<file path="src/rtl/pe_row_ctrl.sv">
// -----------------------------------------------------------------------------
// pe_row_ctrl
//
// Per-PE control unit for one row-stationary 1-D convolution pass. It loads an
// S-tap filter row into the PE's filter scratchpad, then slides an S-wide
// window over the ifmap row to produce E output partial sums. Each output
// starts from an incoming psum (ipsum) and leaves as an outgoing psum (opsum).
// The ifmap scratchpad is a circular buffer of depth S. After the first S
// beats, each new output needs only one fresh ifmap beat.
//
// Ports
//   clk, rst                 clock, synchronous active-high reset
//   cfg_valid/cfg_ready      pass configuration handshake (ready only in IDLE)
//   cfg_fltr_len             S, filter row length (1..MAX_S)
//   cfg_ofmap_len            E, output row length (1..MAX_E)
//   cfg_err                  one-cycle pulse after a rejected configuration
//   fltr_valid/fltr_ready    filter beat stream
//   fltr_wr_en/fltr_wr_addr  filter scratchpad write port
//   ifmap_valid/ifmap_ready  ifmap beat stream
//   ifmap_wr_en/_wr_addr     ifmap scratchpad write port
//   ifmap_rd_addr            ifmap scratchpad read address for the current MAC
//   fltr_rd_addr             filter scratchpad read address for the current MAC
//   ipsum_valid/ipsum_ready  incoming psum stream
//   opsum_valid/opsum_ready  outgoing psum stream
//   mac_en                   PE accumulator register enable
//   mult_seln                1 = product into adder, 0 = zero
//   acc_seln                 0 = add to ipsum, 1 = add to accumulator
//   busy                     controller is not idle
//   done                     one-cycle pulse when the last opsum is accepted
// -----------------------------------------------------------------------------
module pe_row_ctrl #(
    parameter int DATA_WIDTH = 16,
    parameter int MAX_S      = 8,
    parameter int MAX_E      = 32
) (
    input  logic                      clk,
    input  logic                      rst,
    input  logic                      cfg_valid,
    output logic                      cfg_ready,
    input  logic [$clog2(MAX_S):0]    cfg_fltr_len,
    input  logic [$clog2(MAX_E):0]    cfg_ofmap_len,
    output logic                      cfg_err,
    input  logic                      fltr_valid,
    output logic                      fltr_ready,
    output logic                      fltr_wr_en,
    output logic [$clog2(MAX_S)-1:0]  fltr_wr_addr,
    input  logic                      ifmap_valid,
    output logic                      ifmap_ready,
    output logic                      ifmap_wr_en,
    output logic [$clog2(MAX_S)-1:0]  ifmap_wr_addr,
    output logic [$clog2(MAX_S)-1:0]  ifmap_rd_addr,
    output logic [$clog2(MAX_S)-1:0]  fltr_rd_addr,
    input  logic                      ipsum_valid,
    output logic                      ipsum_ready,
    output logic                      opsum_valid,
    input  logic                      opsum_ready,
    output logic                      mac_en,
    output logic                      mult_seln,
    output logic                      acc_seln,
    output logic                      busy,
    output logic                      done
);

    localparam int SL_W   = $clog2(MAX_S) + 1;   // filter length field
    localparam int EL_W   = $clog2(MAX_E) + 1;   // output length field
    localparam int ADDR_W = $clog2(MAX_S);       // scratchpad address
    localparam int E_W    = $clog2(MAX_E);       // output index 0..E-1

    localparam logic [1:0] ST_IDLE    = 2'd0;
    localparam logic [1:0] ST_LOAD    = 2'd1;
    localparam logic [1:0] ST_COMPUTE = 2'd2;
    localparam logic [1:0] ST_DRAIN   = 2'd3;

    // Catch nonsensical parameterisations at elaboration time.
    if (DATA_WIDTH < 1 || MAX_S < 2 || MAX_E < 1) begin : g_param_check
        $error("pe_row_ctrl: invalid parameter set");
    end

    logic [1:0]        r_state;
    logic [SL_W-1:0]   r_s;             // latched S
    logic [EL_W-1:0]   r_e_len;         // latched E
    logic [ADDR_W-1:0] r_k;             // tap index (also filter beat index in LOAD)
    logic [E_W-1:0]    r_e;             // output index
    logic [ADDR_W-1:0] r_base;          // e mod S, start of the window in the ring
    logic              r_opsum_valid;
    logic              r_cfg_err;

    logic              w_idle;
    logic              w_load;
    logic              w_compute;
    logic              w_drain;
    logic              w_cfg_bad;
    logic [SL_W-1:0]   w_s_m1;
    logic [EL_W-1:0]   w_e_m1;
    logic              w_k_last;
    logic              w_e_last;
    logic              w_need_ifmap;
    logic              w_fire;
    logic [SL_W-1:0]   w_sum;
    logic [SL_W-1:0]   w_ring;
    logic [ADDR_W-1:0] w_addr;
    logic [SL_W-1:0]   w_base_inc;
    logic [ADDR_W-1:0] w_base_next;

    assign w_idle    = (r_state == ST_IDLE);
    assign w_load    = (r_state == ST_LOAD);
    assign w_compute = (r_state == ST_COMPUTE);
    assign w_drain   = (r_state == ST_DRAIN);

    assign w_cfg_bad = (cfg_fltr_len == '0) || (cfg_fltr_len > SL_W'(MAX_S)) ||
                       (cfg_ofmap_len == '0) || (cfg_ofmap_len > EL_W'(MAX_E));

    // S-1 and E-1 always fit the narrower counter widths once the config is legal.
    assign w_s_m1   = r_s - SL_W'(1);
    assign w_e_m1   = r_e_len - EL_W'(1);
    assign w_k_last = (r_k == w_s_m1[ADDR_W-1:0]);
    assign w_e_last = (EL_W'(r_e) == w_e_m1);

    // The first output fills the whole window; later outputs only need the
    // newest sample, which is consumed on the last tap.
    assign w_need_ifmap = (r_e == '0) || w_k_last;

    // A k == 0 step overwrites the accumulator, so it must wait until the
    // previous output has actually left (registered opsum_valid, not the
    // handshake), giving one bubble when the opsum drains immediately.
    assign w_fire = w_compute &&
                    (!w_need_ifmap || ifmap_valid) &&
                    ((r_k != '0) || (ipsum_valid && !r_opsum_valid));

    // (e + k) mod S with e tracked as e mod S; both operands are < S.
    assign w_sum  = {1'b0, r_base} + {1'b0, r_k};
    assign w_ring = (w_sum >= r_s) ? (w_sum - r_s) : w_sum;
    assign w_addr = w_ring[ADDR_W-1:0];

    assign w_base_inc  = {1'b0, r_base} + SL_W'(1);
    assign w_base_next = (w_base_inc == r_s) ? '0 : w_base_inc[ADDR_W-1:0];

    // NOTE: sequential state uses non-blocking assignments so every register
    // samples the pre-edge values, independent of statement order.
    always_ff @(posedge clk) begin
        if (rst) begin
            r_state       <= ST_IDLE;
            r_s           <= '0;
            r_e_len       <= '0;
            r_k           <= '0;
            r_e           <= '0;
            r_base        <= '0;
            r_opsum_valid <= 1'b0;
            r_cfg_err     <= 1'b0;
        end else begin
            r_cfg_err <= 1'b0;

            case (r_state)
                ST_IDLE: begin
                    if (cfg_valid) begin
                        if (w_cfg_bad) begin
                            r_cfg_err <= 1'b1;
                        end else begin
                            r_s     <= cfg_fltr_len;
                            r_e_len <= cfg_ofmap_len;
                            r_k     <= '0;
                            r_e     <= '0;
                            r_base  <= '0;
                            r_state <= ST_LOAD;
                        end
                    end
                end
                ST_LOAD: begin
                    if (fltr_valid) begin
                        if (w_k_last) begin
                            r_k     <= '0;
                            r_state <= ST_COMPUTE;
                        end else begin
                            r_k <= r_k + ADDR_W'(1);
                        end
                    end
                end
                ST_COMPUTE: begin
                    if (w_fire) begin
                        if (w_k_last) begin
                            r_k <= '0;
                            if (w_e_last) begin
                                r_state <= ST_DRAIN;
                            end else begin
                                r_e    <= r_e + E_W'(1);
                                r_base <= w_base_next;
                            end
                        end else begin
                            r_k <= r_k + ADDR_W'(1);
                        end
                    end
                end
                ST_DRAIN: begin
                    if (r_opsum_valid && opsum_ready) begin
                        r_state <= ST_IDLE;
                    end
                end
                default: r_state <= ST_IDLE;
            endcase

            // The PE accumulator holds the finished sum one cycle after the
            // last tap fires. A set never coincides with a pending opsum
            // because the k == 0 gate has already waited for it to drain.
            if (w_fire && w_k_last) begin
                r_opsum_valid <= 1'b1;
            end else if (opsum_ready) begin
                r_opsum_valid <= 1'b0;
            end
        end
    end

    // NOTE: every output gets a default first so no path through this block
    // can leave a signal unassigned and infer a latch.
    always_comb begin
        cfg_ready     = w_idle;
        busy          = !w_idle;
        cfg_err       = r_cfg_err;
        fltr_ready    = w_load;
        fltr_wr_en    = w_load && fltr_valid;
        fltr_wr_addr  = w_load ? r_k : '0;
        mac_en        = w_fire;
        mult_seln     = w_fire;
        acc_seln      = w_compute && (r_k != '0);
        ipsum_ready   = w_fire && (r_k == '0);
        ifmap_ready   = w_fire && w_need_ifmap;
        // The PE forwards the beat being written straight into the multiplier.
        ifmap_wr_en   = w_fire && w_need_ifmap;
        ifmap_wr_addr = w_compute ? w_addr : '0;
        ifmap_rd_addr = w_compute ? w_addr : '0;
        fltr_rd_addr  = w_compute ? r_k : '0;
        opsum_valid   = r_opsum_valid;
        done          = w_drain && r_opsum_valid && opsum_ready;
    end

endmodule

</file>
<file path="config.mk">
export PLATFORM = sky130hd
export DESIGN_NAME = pe_row_ctrl
export DESIGN_NICKNAME = d
export VERILOG_FILES = /design/src/rtl/pe_row_ctrl.sv
export SDC_FILE = /design/constraint.sdc
export NUM_CORES = 1
export LEC_CHECK = 0
export CAP_MARGIN = 25
export CELL_PAD_IN_SITES_DETAIL_PLACEMENT = 1
export CELL_PAD_IN_SITES_GLOBAL_PLACEMENT = 2
export CORE_ASPECT_RATIO = 1.25
export CORE_UTILIZATION = 30
export CTS_CLUSTER_DIAMETER = 30
export CTS_CLUSTER_SIZE = 8
export DETAILED_ROUTE_END_ITERATION = 16
export GPL_TIMING_DRIVEN = 0
export PLACE_DENSITY_LB_ADDON = 0.1
export SLEW_MARGIN = 25
export SYNTH_ARGS = -nofsm -noshare
export SYNTH_HDL_FRONTEND = slang
export SYNTH_SLANG_ARGS = --single-unit
</file>
<file path="constraint.sdc">
create_clock -name clk -period 3.1 [get_ports clk]
set_input_delay 0.465 -clock clk [delete_from_list [all_inputs] [get_ports clk]]
set_output_delay 0.465 -clock clk [all_outputs]
set_load 0.03 [all_outputs]
</file>
==> results of run 1 <==
[critical path: cells and delay by family (launching register included)]
kind	cells	cell delay, ns
multiplexers	1	0.23
buffers and inverters	3	0.30
flip-flops	1	0.37
AO/OA/AOI/OAI	2	0.19
AND/OR/NAND/NOR	2	0.20
adder cells (fa/ha/maj)	3	1.09
[metal layers]
| layer | vias up | share of wire (%) | global-route usage (%) |
|---|---|---|---|
| met3 | 4 | 2.6 | 1.758 |
| li1 | 887 | - | - |
| met1 | 832 | 45 | 19.88 |
| met2 | 24 | 52 | 29.97 |
| met5 | - | 0 | 0 |
| met4 | 0 | 0.88 | 3.846 |
[sequential cells by signal, indices dropped and copies added (netlist names)]
register,count
opsum_valid,1
r_state,2
r_s,4
r_base,3
r_k,3
r_e,5
cfg_err,1
r_e_len,6
[synth_stat cells (2+ instances only)]
master	number
nand3b_1	2
nor4_1	2
a21oi_1	9
ha_1	18
o21ai_0	7
and3_1	2
nand2b_1	9
nor2_1	20
nand2_1	16
clkbuf_1	3
xor2_1	7
a21o_1	2
a31oi_1	4
and2_1	9
o21ai_1	2
buf_4	6
o32ai_1	2
or3_1	5
nand3_1	4
mux2i_1	14
o211a_1	2
dfxtp_1	25
xnor2_1	3
inv_1	21
nor2b_1	5
nor3_1	3
o31ai_1	2
fa_1	2
[layout make-up]
cell class | instances | area, um^2
fill | 748 | 3588
multi-input combinational | 174 | 1338
sequential | 25 | 511.7
timing repair buffer | 48 | 467.9
tap | 85 | 106.4
inverter | 21 | 78.83
buffer | 10 | 68.82
clock buffer | 3 | 41.29
clock inverter | 1 | 5.005
[worst paths after layout]
check | to | slack (ns) | cells past startpoint
hold / removal | r_state[1] | 0.53 | 2
hold reg to reg | r_state[1] | 0.53 | 2
setup reg to reg | r_base[1] | 0.78 | 10
setup / recovery | ifmap_wr_addr[2] | -0.03 | 11
[stage by stage]
stage	std cells	setup TNS (ns)
5_1_grt	367	-0.4482
4_1_cts	364	-0.08950
3_3_place_gp	356	-2.741
3_5_place_dp	356	-2.676
2_1_floorplan	231	0
6_report	367	-0.06156
[logic make-up after synthesis]
kind of cell / count (synthesis)
simple gates: 87
compound gates: 42
buf+inv: 32
mux: 14
fa+ha+maj: 20
flops: 25
xor+xnor: 11
[where the power goes]
part	switching [mW]	internal, mW	leakage [nW]
logic	0.309	0.237	0.924
registers	0.0250	0.344	0.205
clock network	0.117	0.0903	0.0255
total	0.451	0.672	1.16
[what timing repair did]
action / in CTS / in global routing
setup endpoints to repair: 7 / 10
buffers inserted: 5 / 3
cloned: 0 / 0
pin swaps: 4 / 2
resized for setup: 55 / 12
hold endpoints to repair: 0 / 0
==> summary.txt, run 1 <==
Status
  • Status: finished with violations
  • Failing checks: setup timing

CTS
  • CTS buffer count: 3
  • Clock tree root driver cell: clkbuf_8
  • Worst-case clock buffer depth: 2
  • CTS Hold Bufs: 0
  • Clk sinks: 25
  • Clock transition at path regs: about 0.10 ns
  • Worst-Skew Late Latency: around 0.28 ns
  • CTS tree: done
  • H-Tree Depth: 1

Cells and area
  • NumNets Final: 320
  • Most common cell after layout, fill and taps aside: clkdlybuf4s50_1
  • Final Util: 42.18%
  • N_diodes: 0
  • Layout cells sized above 1: 18.79%
  • Design area: ~0.0026 mm^2
  • Synthesis-to-finish area growth: 35.67%
  • Commonest non-fill, non-tap cells in the layout: 33 x clkdlybuf4s50_1, 20 x inv_1, 20 x nor2_1, 20 x dfxtp_1, 16 x ha_1

Placement
  • GP Congestion: 0.7524
  • Placed cell area: 0.002439 mm^2
  • PortBufs: 40
  • Dpl ws: -0.5465 ns
  • HPWL Detailed: 4154 um

GRT
  • GRT Total Usage: 16.36%
  • Initial antenna violation count: 0
  • Remaining Overflow, GRT: 0
  • First-pass GRT wire length: 8562 um
  • Vias in the first global route: 1716
  • Pin count of the biggest net entering global routing: 15

Synth
  • Top_reg_cell synth: dfxtp_1
  • Mean Syn Cell Area: 8.352 um^2
  • Cell Area, Synth: 0.001929 mm^2
  • Number of synthesized flops with an enable pin: 0
  • Seq/Total Area, Yosys: 25.94%
  • XOR/XNOR Fraction of Synth Area: 5.707%
  • Post-synthesis compound-gate area fraction: 15.11%
  • Share of synthesized registers carrying an async set or reset: 0%
  • Register bit total from synthesis: 25
  • Synth Instances: 231
  • Area contributors post-synth: dfxtp_1 26%, ha_1 12%, mux2i_1 7.3%
  • Main combinational cell family by area after synthesis: simple AND/OR/NAND/NOR gates
  • Top cell type's share of synthesized area: 25.94%
  • Syn. warnings: 0
  • Netlist cell types: 53
  • Synthesized Nets: 268
  • Post-synth top area cell: dfxtp_1
  • Synthesized-area fraction occupied by and/or/nand/nor cells: 24.38%
  • Adder-Cell Fraction of Synth Area: 13.75%
  • Multiplexer area fraction after synthesis: 7.263%

Pwr
  • Power, Total: 1.122 mW
  • Leak pwr: 1.155 nW
  • Maximum vdd ir drop: 176.8 uV
  • PwrDens: 428.8 mW/mm^2

Floorplanning
  • Die Width: roughly 74 um
  • Rows: 32
  • Die Area: 0.006758 mm^2
  • IO Count: 42
  • Core footprint: 0.006206 mm^2
  • Die height: 91.66 um
  • Initial Util: 31.09%

Critical path
  • Critical Path Max Stage Delay: 0.57 ns
  • Crit. Startpoint: r_k[0]
  • Startpoint Class: flop
  • Crit path DAT: around 2.7 ns
  • CP max stage cell: fa_2
  • Crit-path cells: ha_4 -> fa_2 -> inv_2 -> fa_2 -> a21boi_2 -> o21ai_1 -> nand2b_1 -> mux2i_1 -> nor2b_2 -> buf_4 -> buf_6
  • CP endpoint kind: output port
  • RR Startpoint: r_e_len[0]
  • Crit path required time: around 2.6 ns
  • Cell repeated most along the worst path: fa_2
  • WS Path Type: flop to output port
  • CP max FO: 2

STA
  • Final worst slack: -0.03098 ns
  • Unrepaired setup endpoints after global routing: yes
  • Hold_ws: 0.5341 ns
  • Setup Skew: 0.006508 ns
  • Fin. Hold Viols: 0
  • Final worst-path cycle share: 101.0%
  • Setup violations, final: 2
  • Fin crit period: 3.131 ns
  • Max Freq: 319.4 MHz
  • Max transition margin: 61.51%
  • Pins over their slew limit: 0
  • Slew at the pin with the worst max-slew slack: 0.5774 ns

Routing
  • Final wirelength: between 5000 and 6000 um
  • Remaining antenna violation count: 0
  • WL/cell: 14.78 um
  • First-pass DRT Iterations: 4
  • DRT iter0 DRCs: 52
  • Via density: between 4 and 5
  • Via count of the routed design: around 1700
  • Final routed DRC violation total: 0

Flow run
  • Max Cap Viol: 0

Worst hold path
  • Worst Hold Class: flop to flop
  • HP Start: r_state[1]
No activity file was read; power rests on OpenSTA's default activity.
==> run 2, diff against run 1 <==
--- a/config.mk
+++ b/config.mk
@@ -5,10 +5,10 @@
 export SDC_FILE = /design/constraint.sdc
 export NUM_CORES = 1
 export LEC_CHECK = 0
-export CAP_MARGIN = 25
 export CELL_PAD_IN_SITES_DETAIL_PLACEMENT = 1
 export CELL_PAD_IN_SITES_GLOBAL_PLACEMENT = 2
 export CORE_ASPECT_RATIO = 1.25
+export CORE_MARGIN = 4
 export CORE_UTILIZATION = 30
 export CTS_CLUSTER_DIAMETER = 30
 export CTS_CLUSTER_SIZE = 8
==> run 2 against run 1 <==
  * The flow still finishes with violations (setup timing)
  * Largest cell class unchanged
  * Non-clock buffer count decreased by 4
  * Worst setup slack got worse by 0.014 ns
  * Critical endpoint is now ifmap_wr_addr[0]
  * Clock power about the same
  * Combinational power about the same
  * Count of clock-buffer cells in the layout increased by 1
  * Routed wire length decreased by 1.3%
  * Core utilization decreased by 0.65 points
  * Via count increased by 0.86%
==> summary.txt, run 2 (synthesized netlist as in run 1, its figures left out) <==
Critical path
  • WP depth: 11
  • Bufs and invs on worst path: 3
  • WS Path Type: flop to output port
  • Crit path required time: 2.63 ns
  • Startpoint Class: flop
  • Cell repeated most along the worst path: buf_6
  • Crit path DAT: 2.68 ns
  • CP max stage cell: fa_2
  • Path depth of the worst reg2reg path: 10
  • Crit-path cells: ha_4 -> fa_2 -> xor2_2 -> ha_1 -> a21boi_2 -> o21ai_1 -> nand2b_1 -> buf_6 -> o211a_4 -> buf_6 -> buf_6
  • Critical Path Max Stage Delay: 0.40 ns
  • Top delay family on crit path: adder cells
  • CP max FO: 4
  • CP endpoint kind: output port

Floorplanning
  • Core footprint: approximately 0.0062 mm^2
  • IO Count: 42
  • Die Area: 0.007786 mm^2
  • Die height: 97.66 um
  • Rows: 32
  • Initial Util: 31.09%
  • Die Width: about 80 um

STA
  • Final worst slack: -0.04487 ns
  • Setup Skew: 0.002702 ns
  • Final worst-path cycle share: 101.4%
  • Hold_ws: 0.5311 ns
  • Fin crit period: around 3.1 ns
  • Slew at the pin with the worst max-slew slack: 0.6003 ns
  • Fin. Hold Viols: 0
  • Setup violations, final: 2
  • Max transition margin: 59.98%
  • Pins over their slew limit: 0
  • Unrepaired setup endpoints after global routing: yes
  • Max Freq: 318.0 MHz
  • Setup TNS: -0.07270 ns

Placement
  • HPWL Detailed: between 4000 and 5000 um
  • GP Congestion: 0.7145
  • PortBufs: 40
  • Placed cell count: 356
  • Dpl ws: -0.5167 ns

Pwr
  • Leak pwr: 1.149 nW
  • PwrDens: between 400 and 500 mW/mm^2
  • Maximum vdd ir drop: between 150 and 200 uV

GRT
  • Remaining Overflow, GRT: 0
  • Vias in the first global route: 1867
  • Pin count of the biggest net entering global routing: 14
  • Initial antenna violation count: 0
  • GRT Total Usage: 14.63%
  • First-pass GRT wire length: 9232 um

Routing
  • Remaining antenna violation count: 0
  • DRT iter0 DRCs: 27
  • Via density: about 4.9
  • WL/cell: 14.74 um
  • Via count of the routed design: 1762
  • Final routed DRC violation total: 0
  • Final wirelength: about 5400 um
  • First-pass DRT Iterations: 3

Flow run
  • Max Cap Viol: 0

CTS
  • CTS buffer count: 3
  • Clock transition at path regs: roughly 0.090 ns
  • Worst-case clock buffer depth: 2
  • CTS tree: done
  • Clk sinks: 25
  • CTS Hold Bufs: 0
  • H-Tree Depth: 1
  • Worst-Skew Late Latency: 0.27 ns
  • Clock tree root driver cell: clkbuf_8

Cells and area
  • Final Util: between 40% and 50%
  • Most common cell after layout, fill and taps aside: clkdlybuf4s50_1
  • Layout Cells excl Fill: 363
  • Commonest non-fill, non-tap cells in the layout: 32 x clkdlybuf4s50_1, 21 x dfxtp_1, 20 x inv_1, 20 x nor2_1, 17 x ha_1
  • Layout cells sized above 1: 16.91%
  • N_diodes: 0
  • Largest registers: r_e_len x6, r_e x5, r_s x4
  • NumNets Final: 316
  • Max reg flops: 6
  • Synthesis-to-finish area growth: 33.59%
  • Biggest register: r_e_len

Status
  • Status: finished with violations
  • Failing checks: setup timing

Worst hold path
  • Hold Path Depth: 2
  • Worst Hold Class: flop to flop
-- run 2: metrics by stage --
step                power [mW]  instance area, um^2
floorplan               0.7304                 1932
global placement        0.8998                 2439
detailed placement      0.8987                 2439
CTS                      1.128                 2529
global route             1.210                 2577
finish                   1.119                 2577
-- run 2: power breakdown --
group          internal (mW)  total, mW  switching (mW)  leakage (nW)
logic                  0.235      0.545           0.310         0.921
registers              0.344      0.369          0.0247         0.205
clock network         0.0922      0.205           0.113        0.0228
-- run 2: final cells by class --
class / instances / area (um^2)
flip-flops and latches: 25 / 510.5
multi-input cells: 174 / 1331
clock buffers: 4 / 45.04
fillers: 741 / 3628
well taps: 85 / 106.4
inverters: 21 / 78.83
repair buffers: 44 / 436.7
plain buffers: 10 / 68.82
-- run 2: worst paths after layout --
kind | startpoint | endpoint | slack, ns
worst max register to register | r_s[1] | r_base[1] | 0.66
worst min-delay path | opsum_valid | opsum_valid | 0.53
worst max-delay path | r_k[0] | ifmap_wr_addr[0] | -0.04
worst min register to register | opsum_valid | opsum_valid | 0.53
-- run 2: worst register-to-register path, cell delays in order (launching register included) --
cell and delay, ns:
dfxtp_1 0.45, inv_1 0.11, ha_1 0.30, xor2_1 0.20
and3_1 0.23, nand3_1 0.17, nor2_2 0.19, a21oi_2 0.09
buf_6 0.17, or3_1 0.34, a21oi_1 0.13
-- run 2: repair_timing --
action,CTS,global route
pin swaps,5,5
setup endpoints to repair,7,10
gates resized for setup,50,15
setup buffers,4,0
-- run 2: metal layers --
metal  GRT usage, %  wire length, um  vias to the layer above
li1               -                -                      882
met1          18.26             2355                      852
met2          26.05             2769                       23
met3          2.041              168                        5
met4          3.511               58                        0
met5              0                0                        -
